$ cat src/rtl/driver_motor_pwm.sv
// rtl/driver_motor_pwm.sv - H-bridge direction/PWM back end for motor drivers A and B
// Optional soft-start duty ramp enabled by defining RAMPA_SOFT_EN.

module driver_motor_pwm_canal #(
  parameter int TIMP_MORT = 50
`ifdef RAMPA_SOFT_EN
  ,
  parameter int PAS_RAMPA = 16
`endif
) (
  input  logic        clk,
  input  logic        rst_n,
  input  logic [11:0] contor_i,
  input  logic        sfarsit_i,
  input  logic [1:0]  directie_i,
  input  logic [11:0] factor_dc_i,
  output logic        in1_o,
  output logic        in2_o,
  output logic        en_o,
  output logic        timp_mort_o
);

  localparam logic [1:0] DIR_FWD   = 2'b10;
  localparam logic [1:0] DIR_REV   = 2'b01;
  localparam logic [1:0] DIR_FRANA = 2'b00;
  localparam logic [1:0] DIR_LIBER = 2'b11;

  localparam int CW = (TIMP_MORT > 2) ? $clog2(TIMP_MORT) : 1;
  localparam logic [CW-1:0] MORT_INIT = (TIMP_MORT > 0) ? CW'(TIMP_MORT - 1) : '0;

  typedef enum logic { S_MERS, S_TIMP_MORT } stare_t;

  stare_t        stare_q;
  logic [1:0]    dir_q;
  logic [11:0]   duty_q;
  logic [CW-1:0] mort_q;
  logic          in1_q, in2_q, en_q, timp_mort_q;

  logic          inversare_d;
  logic          iesire_mort_d;
  logic [11:0]   duty_activ_d;
  logic          pwm_d;

  // Only a direct forward<->reverse swap of the applied direction needs a coast gap
  assign inversare_d = sfarsit_i && (TIMP_MORT > 0) && (stare_q == S_MERS) &&
                       (((dir_q == DIR_FWD) && (directie_i == DIR_REV)) ||
                        ((dir_q == DIR_REV) && (directie_i == DIR_FWD)));
  assign iesire_mort_d = (stare_q == S_TIMP_MORT) && (mort_q == '0);

`ifdef RAMPA_SOFT_EN
  logic [11:0] rampa_q;
  logic [11:0] rampa_d;
  logic [11:0] rampa_baza;
  logic [12:0] rampa_suma;
  logic        pornire;

  always_comb begin
    pornire    = ((dir_q == DIR_FRANA) || (dir_q == DIR_LIBER)) &&
                 ((directie_i == DIR_FWD) || (directie_i == DIR_REV));
    rampa_baza = pornire ? 12'd0 : rampa_q;
    rampa_suma = {1'b0, rampa_baza} + 13'(PAS_RAMPA);
    rampa_d    = rampa_q;
    if (iesire_mort_d) begin
      rampa_d = '0;
    end else if (sfarsit_i) begin
      rampa_d = (rampa_suma > {1'b0, factor_dc_i}) ? factor_dc_i : rampa_suma[11:0];
    end
  end

  assign duty_activ_d = rampa_q;
`else
  assign duty_activ_d = duty_q;
`endif

  assign pwm_d = (contor_i < duty_activ_d);

  always_ff @(posedge clk or negedge rst_n) begin
    if (!rst_n) begin
      stare_q     <= S_MERS;
      dir_q       <= DIR_LIBER;
      duty_q      <= '0;
      mort_q      <= '0;
      in1_q       <= 1'b0;
      in2_q       <= 1'b0;
      en_q        <= 1'b0;
      timp_mort_q <= 1'b0;
`ifdef RAMPA_SOFT_EN
      rampa_q     <= '0;
`endif
    end else begin
      if (sfarsit_i) begin
        dir_q  <= directie_i;
        duty_q <= factor_dc_i;
      end
`ifdef RAMPA_SOFT_EN
      rampa_q <= rampa_d;
`endif
      case (stare_q)
        S_MERS: begin
          if (inversare_d) begin
            stare_q <= S_TIMP_MORT;
            mort_q  <= MORT_INIT;
          end
        end
        S_TIMP_MORT: begin
          if (iesire_mort_d) begin
            stare_q <= S_MERS;
          end else begin
            mort_q <= mort_q - CW'(1);
          end
        end
      endcase

      timp_mort_q <= (stare_q == S_TIMP_MORT);
      if (stare_q == S_TIMP_MORT) begin
        {in1_q, in2_q, en_q} <= 3'b000;
      end else begin
        case (dir_q)
          DIR_FWD:   {in1_q, in2_q, en_q} <= {2'b10, pwm_d};
          DIR_REV:   {in1_q, in2_q, en_q} <= {2'b01, pwm_d};
          DIR_FRANA: {in1_q, in2_q, en_q} <= 3'b001;
          default:   {in1_q, in2_q, en_q} <= 3'b000;
        endcase
      end
    end
  end

  assign in1_o       = in1_q;
  assign in2_o       = in2_q;
  assign en_o        = en_q;
  assign timp_mort_o = timp_mort_q;

endmodule

module driver_motor_pwm #(
  parameter int PERIOADA  = 1000,
  parameter int TIMP_MORT = 50,
  parameter int PAS_RAMPA = 16
) (
  input  logic        clk,
  input  logic        rst_n,
  input  logic [1:0]  directie_driverA,
  input  logic [1:0]  directie_driverB,
  input  logic [11:0] factor_dc_driverA,
  input  logic [11:0] factor_dc_driverB,
  output logic        in1_A,
  output logic        in2_A,
  output logic        en_A,
  output logic        in1_B,
  output logic        in2_B,
  output logic        en_B,
  output logic        sfarsit_perioada,
  output logic        timp_mort_A,
  output logic        timp_mort_B
);

  if (PERIOADA < 2 || PERIOADA > 4096 || PAS_RAMPA < 0) begin : g_param_invalid
    $error("driver_motor_pwm: PERIOADA must be 2..4096 and PAS_RAMPA non-negative");
  end

  localparam logic [11:0] ULTIM = 12'(PERIOADA - 1);

  logic [11:0] contor_q;
  logic [11:0] contor_d;
  logic        sfarsit_q;
  logic        ultim_d;

  assign ultim_d  = (contor_q == ULTIM);
  assign contor_d = ultim_d ? 12'd0 : contor_q + 12'd1;

  // Registered from the next count so the pulse lines up with the counter's last cycle
  always_ff @(posedge clk or negedge rst_n) begin
    if (!rst_n) begin
      contor_q  <= '0;
      sfarsit_q <= 1'b0;
    end else begin
      contor_q  <= contor_d;
      sfarsit_q <= (contor_d == ULTIM);
    end
  end

  assign sfarsit_perioada = sfarsit_q;

  driver_motor_pwm_canal #(
    .TIMP_MORT(TIMP_MORT)
`ifdef RAMPA_SOFT_EN
    ,
    .PAS_RAMPA(PAS_RAMPA)
`endif
  ) u_canal_a (
    .clk         (clk),
    .rst_n       (rst_n),
    .contor_i    (contor_q),
    .sfarsit_i   (ultim_d),
    .directie_i  (directie_driverA),
    .factor_dc_i (factor_dc_driverA),
    .in1_o       (in1_A),
    .in2_o       (in2_A),
    .en_o        (en_A),
    .timp_mort_o (timp_mort_A)
  );

  driver_motor_pwm_canal #(
    .TIMP_MORT(TIMP_MORT)
`ifdef RAMPA_SOFT_EN
    ,
    .PAS_RAMPA(PAS_RAMPA)
`endif
  ) u_canal_b (
    .clk         (clk),
    .rst_n       (rst_n),
    .contor_i    (contor_q),
    .sfarsit_i   (ultim_d),
    .directie_i  (directie_driverB),
    .factor_dc_i (factor_dc_driverB),
    .in1_o       (in1_B),
    .in2_o       (in2_B),
    .en_o        (en_B),
    .timp_mort_o (timp_mort_B)
  );

endmodule

$ cat config.mk
export PLATFORM = sky130hd
export DESIGN_NAME = driver_motor_pwm
export DESIGN_NICKNAME = d
export VERILOG_FILES = /design/src/rtl/driver_motor_pwm.sv
export SDC_FILE = /design/constraint.sdc
export NUM_CORES = 1
export LEC_CHECK = 0
export ABC_CLOCK_PERIOD_IN_PS = 2800
export BUFFER_PORTS_ARGS = -buffer_cell sky130_fd_sc_hd__buf_2
export CAP_MARGIN = 20
export CORE_UTILIZATION = 50
export CTS_CLUSTER_SIZE = 10
export DETAILED_ROUTE_END_ITERATION = 10
export PLACE_DENSITY_LB_ADDON = 0.08
export SYNTH_ARGS = -nofsm -noshare
export SYNTH_HDL_FRONTEND = slang
export SYNTH_HIERARCHICAL = 1
export SYNTH_SLANG_ARGS = --single-unit
$ cat constraint.sdc
create_clock -name clk -period 2.8 [get_ports clk]
set_input_delay 0.42 -clock clk [delete_from_list [all_inputs] [get_ports clk]]
set_output_delay 0.42 -clock clk [all_outputs]
set_load 0.02 [all_outputs]
Yosys cells after proc, flatten, opt, wreduce, memory -nomap -nowiden:

Index checks and enable logic that the tools add are counted.

* $add $sub $neg: 3
* magnitude comparators: 2
* equality and inequality tests: 14
* muxes and demuxes: 25
* bitwise operators: 2
* reductions and logical operators: 20

Operator list (number)
* 12-bit by 10-bit equality test with 1-bit output (second input constant): 2
* 12-bit less-than comparator: 2
* 6-bit two-way mux: 4
* 6-bit one-hot mux with 2 select lines: 2
* 1-bit two-way mux: 14
* 12-bit by 1-bit adder with 12-bit output (second input constant): 1
* 6-bit logical NOT: 2
* 12-bit two-way mux: 1
* 6-bit by 1-bit subtractor with 6-bit output (second input constant): 2
* 1-bit logical AND: 10
* 2-bit by 1-bit equality test with 1-bit output (second input constant): 4
* 2-bit equality test (second input constant): 4
* 1-bit one-hot mux with 2 select lines: 4
* 2-bit logical NOT: 2
* 2-bit by 1-bit inequality test with 1-bit output (second input constant): 2
* 2-bit inequality test (second input constant): 2
* 2-bit AND reduction: 2
* 2-bit OR reduction: 2
* 1-bit logical OR: 2
* 1-bit NOT: 2

* flip-flop bits (word level): 63
* bits of input ports: 30
* word-level logic and storage cells: 84

Logic depth before layout (Yosys ltp):

Gate-level depths: netlist of the first run.

* depth in word-level cells: 6
* depth in mapped cells: 8
* gate-level depth less buffers: 7

Hierarchy:

Netlist of the first run, hierarchy kept.

Modules (own cells, without submodules)
* driver_motor_pwm_canal: times used 2, cells an instance 131, area an instance 1326.3 µm², sequential area each 628.1 µm²
* driver_motor_pwm: times used 1, cells an instance 67, area an instance 690.7 µm², sequential area each 325.3 µm²

Worst setup path after synthesis of the first run:

OpenSTA, ideal clock, no wires.

* kind: reg2reg
* from: register contor_q[3]
* to: register u_canal_a.mort_q[3]
* library setup time: 137 ps
* arrival: 2143 ps
* required time: 2663 ps
* slack: 520 ps
* stages on the path, launching flop included: 8
* cells stage by stage: dfrtp_1 > or4_1 > nor3_2 > clkbuf_1 > inv_1 > a211o_1 > o211ai_1 > o31ai_1

* cells in the longest elaborated chain, start to end: 5

RTL lines
* start, declared: RTL line 163 `logic [11:0] contor_q;`
* start signal, assigned: RTL line 177 `contor_q <= contor_d;`
* 12-bit by 10-bit equality test with 1-bit output: RTL line 168 `assign ultim_d = (contor_q == ULTIM);`
* via ultim_d: RTL line 166 `logic ultim_d;`
* 1-bit logical AND (2 in series): RTL line 45 `assign inversare_d = sfarsit_i && (TIMP_MORT > 0) && (stare_q == S_MERS) &&`
* 2-bit by 1-bit inequality test with 1-bit output (no source line)
* 2-bit AND reduction (no source line)
* end signal, assigned: RTL line 109 `mort_q <= mort_q - CW'(1);`
* end, declared: RTL line 36 `logic [CW-1:0] mort_q;`

The timed path passes the listed nets, and every way through them passes these cells.
A chain may end at the register's enable or synchronous reset.

Final worst setup path of the first run:

Ends and elaborated chain as after synthesis.

==> metrics, run 1 <==
status finished, final reports clean; Hold Fails Final Rpt 0; vias 2420; Avg WL per Cell 13.5 um; clock-pin slew on the worst setup and hold paths 0.07 ns; Die Span X between 80 and 90 um; I/O Buffers 38; Slew @ Worst Pin 0.507 ns; P_leak around 1.9 nW; post-layout util about 60%; total congestion overflow 0; Max Cap Viol 0; Sw Ratio 20.8%; Setup crit start kind register; Final Worst Setup Slack roughly 0.46 ns; GRT Total Usage between 10% and 20%; area grow syn2layout 15.2%; Initial Utilization 52.4%; Final Max Tran Viols 0; post-synthesis compound-gate area fraction ~15%; std cell rows 29; worst rel slew slack 66.1%; Num CTS Buffers 9; worst slack, placed roughly 0.48 ns; syn nets approximately 390; Final ANT Viol Nets 0; Synth area leader dfrtp_1; Detailed Route WL 6160 um; overall power consumption between 1.5 and 2 mW; crit share post-route between 80% and 90%; DRC Markers 0; clock power share 45.7%; largest net degree at the start of global routing 37; simple-gate share of the synthesized area around 16%; post-CTS sizing 0; Crit. End Element register; fill count between 500 and 600; Int Power 1.39 mW; clk sinks 63; synthesized area roughly 3300 um^2; Iter 0 DRT Violations 78; Hold-fix buffers, CTS 0; setup violators final 0; fmax between 400 and 500 MHz; antenna violations before repair 0; chip height about 84 um; die area 7020 um^2; post-CTS setup buffers 0; core footprint ~6400 um^2; class of the worst hold path in -> async; clock buffer depth 2; TNS Setup 0 ns; critical path class reg -> reg; fin crit period approximately 2.3 ns; I/O pin count 39; Vias/cell around 5.3; post-synthesis sequential area ratio around 47%; mux cell area share after synthesis under 10%; yosys warns 6; Combinational Power Share 2.3%; sequential cell fraction of total power 52.0%; Seq cells post-synth 63; DRT Pass-1 Iters 4; WP data required roughly 3.0 ns; syn avg cell area between 10 and 15 um^2; ys flop type dfrtp_1; CTS HTree Levels 3; Power Dens Cells about 450 nW/um^2; main combinational cell family by area after synthesis simple AND/OR/NAND/NOR gates; area share of xor/xnor cells in the synthesized design 1.57%; share of async-settable or async-resettable flops after synthesis 100%; first-pass GRT wire length approximately 11000 um; dpl hpwl ~4500 um; Post-Synthesis Cells ~330; Sw Pwr ~0.36 mW; Worst Skew ~0.012 ns; n_diodes 0; CTS tree done; Post-synth top cells 59 x dfrtp_1, 41 x inv_1, 40 x o21ai_0, 35 x nand2_1, 34 x ha_1; RSZ-0062 raised after global routing no; vias in the first global route between 2000 and 2500; most frequent cell after synthesis dfrtp_1; share of cells above drive strength 1 approximately 20%; # nets final 439; EDFF count, synth 0; synth top area cells dfrtp_1 44%, ha_1 13%, o21ai_0 6.0%; GP Congestion between 0.7 and 0.8; maximum vdd drop roughly 0.00034 V; Synth cell types 45; Skew-Pair Late Insertion Delay about 0.33 ns; Worst EP arrival between 2 and 3 ns; Crit Path Max Fanout 11; Root Buffer clkbuf_8; Yosys top cell area share ~44%; adder-cell share of the synthesized area about an eighth
-- power by group through the flow --
stage	sequential (mW)	combinational (mW)	clock (mW)
global placement	0.927	0.0423	0
global route	0.909	0.0470	0.864
finish	0.910	0.0407	0.799
floorplan	0.927	0.000869	0
detailed placement	0.927	0.0427	0
CTS	0.910	0.0428	0.818
-- registers in the layout, summed over array words and instances, names as in the netlist --
signal                  count
u_canal_a/dir_q             2
u_canal_a/duty_activ_d     12
u_canal_a/in1_o             1
u_canal_b/mort_q            6
u_canal_b/in2_o             1
u_canal_b/in1_o             1
u_canal_a/in2_o             1
u_canal_a/en_o              1
u_canal_b/duty_activ_d     12
sfarsit_perioada            1
u_canal_b/timp_mort_o       1
u_canal_b/dir_q             2
u_canal_a/stare_q           1
u_canal_b/en_o              1
u_canal_a/mort_q            6
u_canal_a/timp_mort_o       1
contor_q                   12
u_canal_b/stare_q           1
-- cells by family (layout without fill, tap and decap cells) --
family / count (synthesis) / in the layout
buffers and inverters: 48 / 99
DFF: 63 / 63
muxes: 6 / 6
and+or+nand+nor: 96 / 96
AOI/OAI and AO/OA: 76 / 76
adders and majority gates: 34 / 34
xor gates and xnor gates: 6 / 6
-- area by class of cell --
| cell class | instances | area [um^2] | area share [%] |
|---|---|---|---|
| inverters | 41 | 154 | 3.99 |
| repair buffers | 42 | 233 | 6.04 |
| well taps | 77 | 96.3 | 2.50 |
| flip-flops and latches | 63 | 1580 | 41.1 |
| multi-input cells | 218 | 1590 | 41.2 |
| clock inverters | 3 | 42.5 | 1.10 |
| clock buffers | 13 | 159 | 4.12 |
-- final timing paths --
check                      depth (start not counted)                             startpoint  slack (ns)                               endpoint
hold / removal                                     1                                  rst_n        0.03  u_canal_b/duty_activ_d[1]$_DFFE_PN0P_
setup reg to reg                                   6                  contor_q[3]$_DFF_PN0_        0.46        u_canal_a/mort_q[3]$_DFFE_PN0P_
hold reg to reg                                    1  u_canal_a/duty_activ_d[0]$_DFFE_PN0P_        0.50  u_canal_a/duty_activ_d[0]$_DFFE_PN0P_
min in group clk                                   3                   factor_dc_driverB[5]        0.29  u_canal_b/duty_activ_d[5]$_DFFE_PN0P_
setup / recovery                                   6                  contor_q[3]$_DFF_PN0_        0.46        u_canal_a/mort_q[3]$_DFFE_PN0P_
max in group asynchronous                          2                                  rst_n        2.04         u_canal_a/dir_q[0]$_DFFE_PN1P_
-- worst max-delay path, cell delays in order, from the launching register on --
cell and delay [ns]:
dfrtp_1 0.49, or4_1 0.61, nor3_4 0.48, inv_1 0.11, a211o_1 0.33, o211ai_1 0.11
o31ai_1 0.09
-- per-layer routing --
layer | vias to the layer above | wire length [um] | global-route usage, % | part of all wire, %
li1 | 1233 | - | - | -
met1 | 1118 | 3210 | 28.2 | 52
met2 | 58 | 2570 | 27.2 | 42
met3 | 11 | 280 | 5.93 | 4.5
met4 | 0 | 111 | 6.16 | 1.8
met5 | - | 0 | 0 | 0
-- stage by stage --
step | cell area [um^2] | cells | hold WS [ns]
final | 3850 | 457 | 0.0311
after global routing | 3850 | 457 | 0.0437
after CTS | 3850 | 457 | 0.0471
after detailed placement | 3650 | 441 | 0.416
after global placement | 3650 | 441 | 0.411
after floorplan | 3340 | 329 | 0.124
-- layout by cell type (no fill, tap or decap), types with 3 or more instances in the layout --
cell	count
o21ai_0	40
a211oi_1	4
nand3b_1	4
xnor2_1	3
nand3_1	8
nor2b_1	4
clkbuf_8	11
o211ai_1	7
dfrtp_1	59
o31ai_1	3
buf_4	3
nand2_1	35
ha_1	34
nor2_1	13
inv_1	41
nor3_1	6
nand2b_1	3
dfstp_2	4
buf_2	38
a21oi_1	7
or3_1	5
xor2_1	3
a211o_1	4
Power figures use the tool's default switching activity.
==> run 2, diff against run 1 <==
Settings changed: ABC_CLOCK_PERIOD_IN_PS 2800 to 1900.
Clock period 2.8 ns to 1.9 ns, I/O delays scaled along.
==> metrics, run 2 (synthesized netlist as in run 1, its figures left out) <==
flop-to-flop setup slack -0.07 ns (-0.53 ns); crit share post-route 104% (+20 points); P_leak 2.04 nW (+7.6%); Final Max Tran Viols 0 (unchanged); overall power consumption 2.84 mW (+62%); vias in the first global route 2568 (+11%); fin crit period 1.97 ns (-0.366 ns); I/O Buffers 38 (unchanged); status complete, but fails checks; worst hold path stage count 3; post-layout util 65.1% (+4.7 points); reg2reg path depth 7 (+1); sequential cell fraction of total power 47.2% (-4.8 points); RR Endpoint u_canal_b/mort_q[3]$_DFFE_PN0P_; CP cell instances or4_4 -> nor3_4 -> buf_12 -> inv_4 -> a211o_4 -> o211ai_1 -> o31ai_1; std cell rows 29 (unchanged); maximum vdd drop 0.000569 V (+67%); Hold EP u_canal_a/duty_activ_d[5]$_DFFE_PN0P_; Avg WL per Cell 13.8 um (+2.3%); Final ANT Viol Nets 0 (unchanged); worst rel slew slack 64.8% (-1.3 points); Crit. End Element register; fmax 506 MHz (+19%); Slew @ Worst Pin 0.526 ns (+0.0187 ns); GRT Total Usage 21.5% (+2.2 points); Root Buffer clkbuf_8; Final Worst Setup Slack -0.0747 ns (-0.534 ns); dpl hpwl 4670 um (+3.8%); Setup crit start kind register; DRT Pass-1 Iters 4 (unchanged); worst slack, placed -0.0464 ns (-0.523 ns); antenna violations before repair 0 (unchanged); class of the worst hold path in -> reg; CTS HTree Levels 3 (unchanged); Vias/cell 5.27 (-0.52%); Int Power 2.24 mW (+62%); share of cells above drive strength 1 27.4% (+7.4 points); Crit Path Max Fanout 5 (-6); clock buffer depth 2 (unchanged); area grow syn2layout 24.3%; GP Congestion 0.768 (+1.7%); # nets final 460 (+4.8%); die area 7020 um^2 (unchanged); Worst EP arrival 2.19 ns (-0.35 ns); DRC Markers 0 (unchanged); first-pass GRT wire length 11900 um (+12%); clock-pin slew on the worst setup and hold paths 0.08 ns (about the same); Power Dens Cells 684 nW/um^2 (+50%); failing checks negative setup slack; Die Span X 83.8 um (unchanged); most frequent cells in the layout 57 x dfrtp_1, 40 x o21ai_0, 39 x inv_1, 38 x buf_2, 35 x nand2_1; Skew-Pair Late Insertion Delay 0.34 ns (about the same); CTS tree done; Num CTS Buffers 9 (unchanged); placed cell count 458 (+3.9%); WP data required 2.12 ns (-0.88 ns); n_diodes 0 (unchanged); WHS 0.148 ns (+0.116 ns); chip height 83.8 um (unchanged); CP peak stage delay 0.56 ns (-0.05 ns); Sw Pwr 0.597 mW (+64%); vias 2518 (+4.0%); Initial Utilization 52.4% (unchanged); Iter 0 DRT Violations 96 (+23%); total congestion overflow 0 (unchanged); RSZ-0062 raised after global routing yes; Max Cap Viol 0 (unchanged); Detailed Route WL 6600 um (+7.0%); critical path class reg -> reg; core footprint 6390 um^2 (unchanged); Hold Fails Final Rpt 0 (unchanged); clock power share 50.6% (+4.9 points); hold path startpoint factor_dc_driverA[5]; largest net degree at the start of global routing 64 (+73%); setup violators final 6 (+6); Sw Ratio 21.0% (+0.22 points); reg2reg start contor_q[4]$_DFF_PN0_; commonest non-fill, non-tap cell in the layout dfrtp_1; CP max-delay cell or4_4; Worst Skew 0.0103 ns (-0.00127 ns); Combinational Power Share 2.2% (about the same); Finished Layout Cells 478 (+4.6%); I/O pin count 39 (unchanged); clk sinks 63 (unchanged)
==> run 2: cell count changes in the layout (fill, tap and decap cells not counted), sizes merged <==
| cell | before | now |
|---|---|---|
| bufinv | 1 | 3 |
| dlygate4sd3 | 0 | 1 |
| clkinv | 1 | 2 |
| inv | 41 | 42 |
| buf | 42 | 62 |
| clkbuf | 13 | 9 |
==> run 2: critical path: cells and delay by family, from the launching register on <==
kind | cells | cell delay (ns)
buf+inv | 2 | 0.19
compound gates | 3 | 0.48
flops | 1 | 0.38
simple gates | 2 | 0.80
==> run 2: routing by layer <==
layer / share of wire, % / vias up / track usage [%]
met3: 4.0 / 9 / 3.86
met4: 1.7 / 0 / 10.0
met2: 45 / 59 / 32.3
met1: 49 / 1171 / 30.2
li1: - / 1279 / -
met5: 0 / - / 0
==> run 2: layout make-up <==
cell class                      count  area, um^2
Sequential cell                    63        1580
Clock inverter                      7         120
Clock buffer                        9         124
Fill cell                         521        2230
Tap cell                           77        96.3
Multi-Input combinational cell    218        1650
Inverter                           41         159
Timing Repair Buffer               63         422
==> run 2: per-stage QoR <==
step | area, um^2 | setup TNS, ns
floorplan | 3370 | -2.22
global placement | 3800 | -0.0123
detailed placement | 3800 | -0.241
CTS | 4060 | -0.246
global route | 4160 | -0.711
finish | 4160 | -0.249
==> run 2: how the worst max path moves through the flow <==
| stage | startpoint | to | slack (ns) |
|---|---|---|---|
| final | contor_q[4]$_DFF_PN0_ | u_canal_b/mort_q[3]$_DFFE_PN0P_ | -0.07 |
| after global routing | contor_q[4]$_DFF_PN0_ | u_canal_b/mort_q[3]$_DFFE_PN0P_ | -0.12 |
| after CTS | contor_q[4]$_DFF_PN0_ | u_canal_b/mort_q[3]$_DFFE_PN0P_ | -0.04 |
| after detailed placement | contor_q[4]$_DFF_PN0_ | u_canal_b/mort_q[3]$_DFFE_PN0P_ | -0.05 |
| after global placement | contor_q[0]$_DFF_PN0_ | sfarsit_perioada$_DFF_PN0_ | -0.01 |
| after floorplan | contor_q[4]$_DFF_PN0_ | u_canal_a/mort_q[3]$_DFFE_PN0P_ | -0.18 |
==> run 2: repair_timing <==
| action | CTS | global route |
|---|---|---|
| hold endpoints to repair | 59 | 0 |
| buffers inserted | 1 | 2 |
| setup endpoints to repair | 15 | 24 |
| hold buffers | 1 | 0 |
| resized for setup | 1 | 16 |
| pin swaps | 0 | 1 |
==> run 2: power by group through the flow <==
stage	combinational (mW)	clock, mW	sequential [mW]
after global placement	0.0638	0	1.37
after floorplan	0.00128	0	1.37
final	0.0628	1.44	1.34
after CTS	0.0659	1.47	1.34
after global routing	0.0735	1.52	1.34
after detailed placement	0.0640	0	1.37
==> run 3, diff against run 2 <==
Settings changed: ABC_CLOCK_PERIOD_IN_PS 1900 to 1960.
Clock period 1.9 ns to 1.96 ns, I/O delays scaled along.
==> metrics, run 3 (synthesized netlist as in run 1, its figures left out) <==
Num CTS Buffers 9 (unchanged); GRT Total Usage 19.9% (-1.6 points); core footprint 6390 um^2 (unchanged); vias 2471 (-1.9%); Avg WL per Cell 13.2 um (-4.0%); clock-pin slew on the worst setup and hold paths 0.07 ns (about the same); commonest non-fill, non-tap cell in the layout dfrtp_1; Worst Skew 0.0101 ns (-0.000213 ns); final instance area 4080 um^2 (-1.9%); post-layout util 63.8% (-1.3 points); dpl hpwl 4730 um (+1.5%); antenna violations before repair 0 (unchanged); Initial Utilization 52.4% (unchanged); GP Congestion 0.765 (-0.29%); Final Max Tran Viols 0 (unchanged); largest net degree at the start of global routing 29 (-55%); setup violators final 0 (-6); register area 1580 um^2 (unchanged); fill count 521 (unchanged); worst slack, placed -0.0459 ns (+0.000500 ns); Hold Fails Final Rpt 0 (unchanged); Die Span X 83.8 um (unchanged); placed cell count 459 (+0.22%); reg2reg path depth 6 (-1); fmax 523 MHz (+3.3%); class of the worst hold path in -> reg; Detailed Route WL 6330 um (-4.0%); Crit Path Max Fanout 5 (unchanged); Slew @ Worst Pin 0.438 ns (-0.0886 ns); fin crit period 1.91 ns (-0.0634 ns); RSZ-0062 raised after global routing yes; total congestion overflow 0 (unchanged); worst rel slew slack 70.7% (+5.9 points); CTS tree done; DRC Markers 0 (unchanged); I/O Buffers 38 (unchanged); overall power consumption 2.62 mW (-7.7%); CTS HTree Levels 3 (unchanged); std cell rows 29 (unchanged); status finished, final reports clean; die area 7020 um^2 (unchanged); first-pass GRT wire length 11000 um (-8.3%); # nets final 460 (unchanged); n_diodes 0 (unchanged); clk sinks 63 (unchanged); Setup crit start kind register; Iter 0 DRT Violations 94 (-2.1%); vias in the first global route 2381 (-7.3%); maximum vdd drop 0.000677 V (+19%); clock buffer depth 2 (unchanged); placed inst area 3780 um^2 (-0.46%); Final ANT Viol Nets 0 (unchanged); share of cells above drive strength 1 26.2% (-1.2 points); TNS Setup 0 ns (+0.249 ns); most frequent cells in the layout 57 x dfrtp_1, 40 x o21ai_0, 39 x inv_1, 38 x buf_2, 35 x nand2_1; P_leak 2.02 nW (-0.88%); DRT Pass-1 Iters 4 (unchanged); worst hold path stage count 3 (unchanged); critical path class reg -> reg; WP data required 2.19 ns (+0.07 ns); footprint of the multi-input gates 1620 um^2 (-1.7%); area grow syn2layout 21.9%; WHS 0.163 ns (+0.0157 ns); Max Cap Viol 0 (unchanged); Final Worst Setup Slack 0.0486 ns (+0.123 ns); chip height 83.8 um (unchanged); Vias/cell 5.17 (-1.9%); Root Buffer clkbuf_8; crit share post-route 97.5% (-6.4 points); Skew-Pair Late Insertion Delay 0.34 ns (about the same); Worst EP arrival 2.14 ns (-0.05 ns); Crit. End Element register; Power Dens Cells 643 nW/um^2 (-5.9%); I/O pin count 39 (unchanged); Finished Layout Cells 478 (unchanged)
-- run 3: repair_timing --
item | CTS | global route
setup endpoints to repair | 16 | 27
pin swaps | 1 | 2
resized for setup | 2 | 8
endpoints found under the hold margin | 10 | 0
hold buffers | 1 | 0
buffers inserted | 2 | 0
-- run 3: cell type report --
type	instances	share of cell area, %
tap	77	2.36
sequential	63	38.9
timing repair buffer	63	9.70
multi-input combinational	218	39.8
clock inverter	3	1.60
clock buffer	13	3.90
inverter	41	3.78
-- run 3: layer usage --
layer	vias up	GRT usage, %	wire length (um)
met5	-	0	0
li1	1276	-	-
met4	0	7.86	81
met2	49	29.0	2770
met1	1141	28.9	3260
met3	5	4.45	219
-- run 3: path summary, 6_finish.rpt --
kind                                                            start                                      to  slack, ns
max in group asynchronous                                       rst_n          u_canal_b/dir_q[0]$_DFFE_PN1P_       0.92
min in group asynchronous                                       rst_n   u_canal_b/duty_activ_d[2]$_DFFE_PN0P_       0.36
worst max register to register                  contor_q[0]$_DFF_PN0_              sfarsit_perioada$_DFF_PN0_       0.05
worst max-delay path                            contor_q[0]$_DFF_PN0_              sfarsit_perioada$_DFF_PN0_       0.05
worst min-delay path                            factor_dc_driverA[11]  u_canal_a/duty_activ_d[11]$_DFFE_PN0P_       0.16
worst min register to register  u_canal_b/duty_activ_d[0]$_DFFE_PN0P_   u_canal_b/duty_activ_d[0]$_DFFE_PN0P_       0.51
-- run 3: worst max-delay path, stage by stage, from the launching register on --
cell and delay (ns):
dfrtp_1 0.35, buf_4 0.15, nand3_4 0.08, or4_4 0.48, a21oi_2 0.16, or3b_4 0.40, nor4_4 0.18
-- run 3: power breakdown --
group	switching (mW)	leakage [nW]	internal [mW]
combinational	0.0343	1.21	0.0250
sequential	0	0.694	1.30
clock	0.477	0.114	0.785
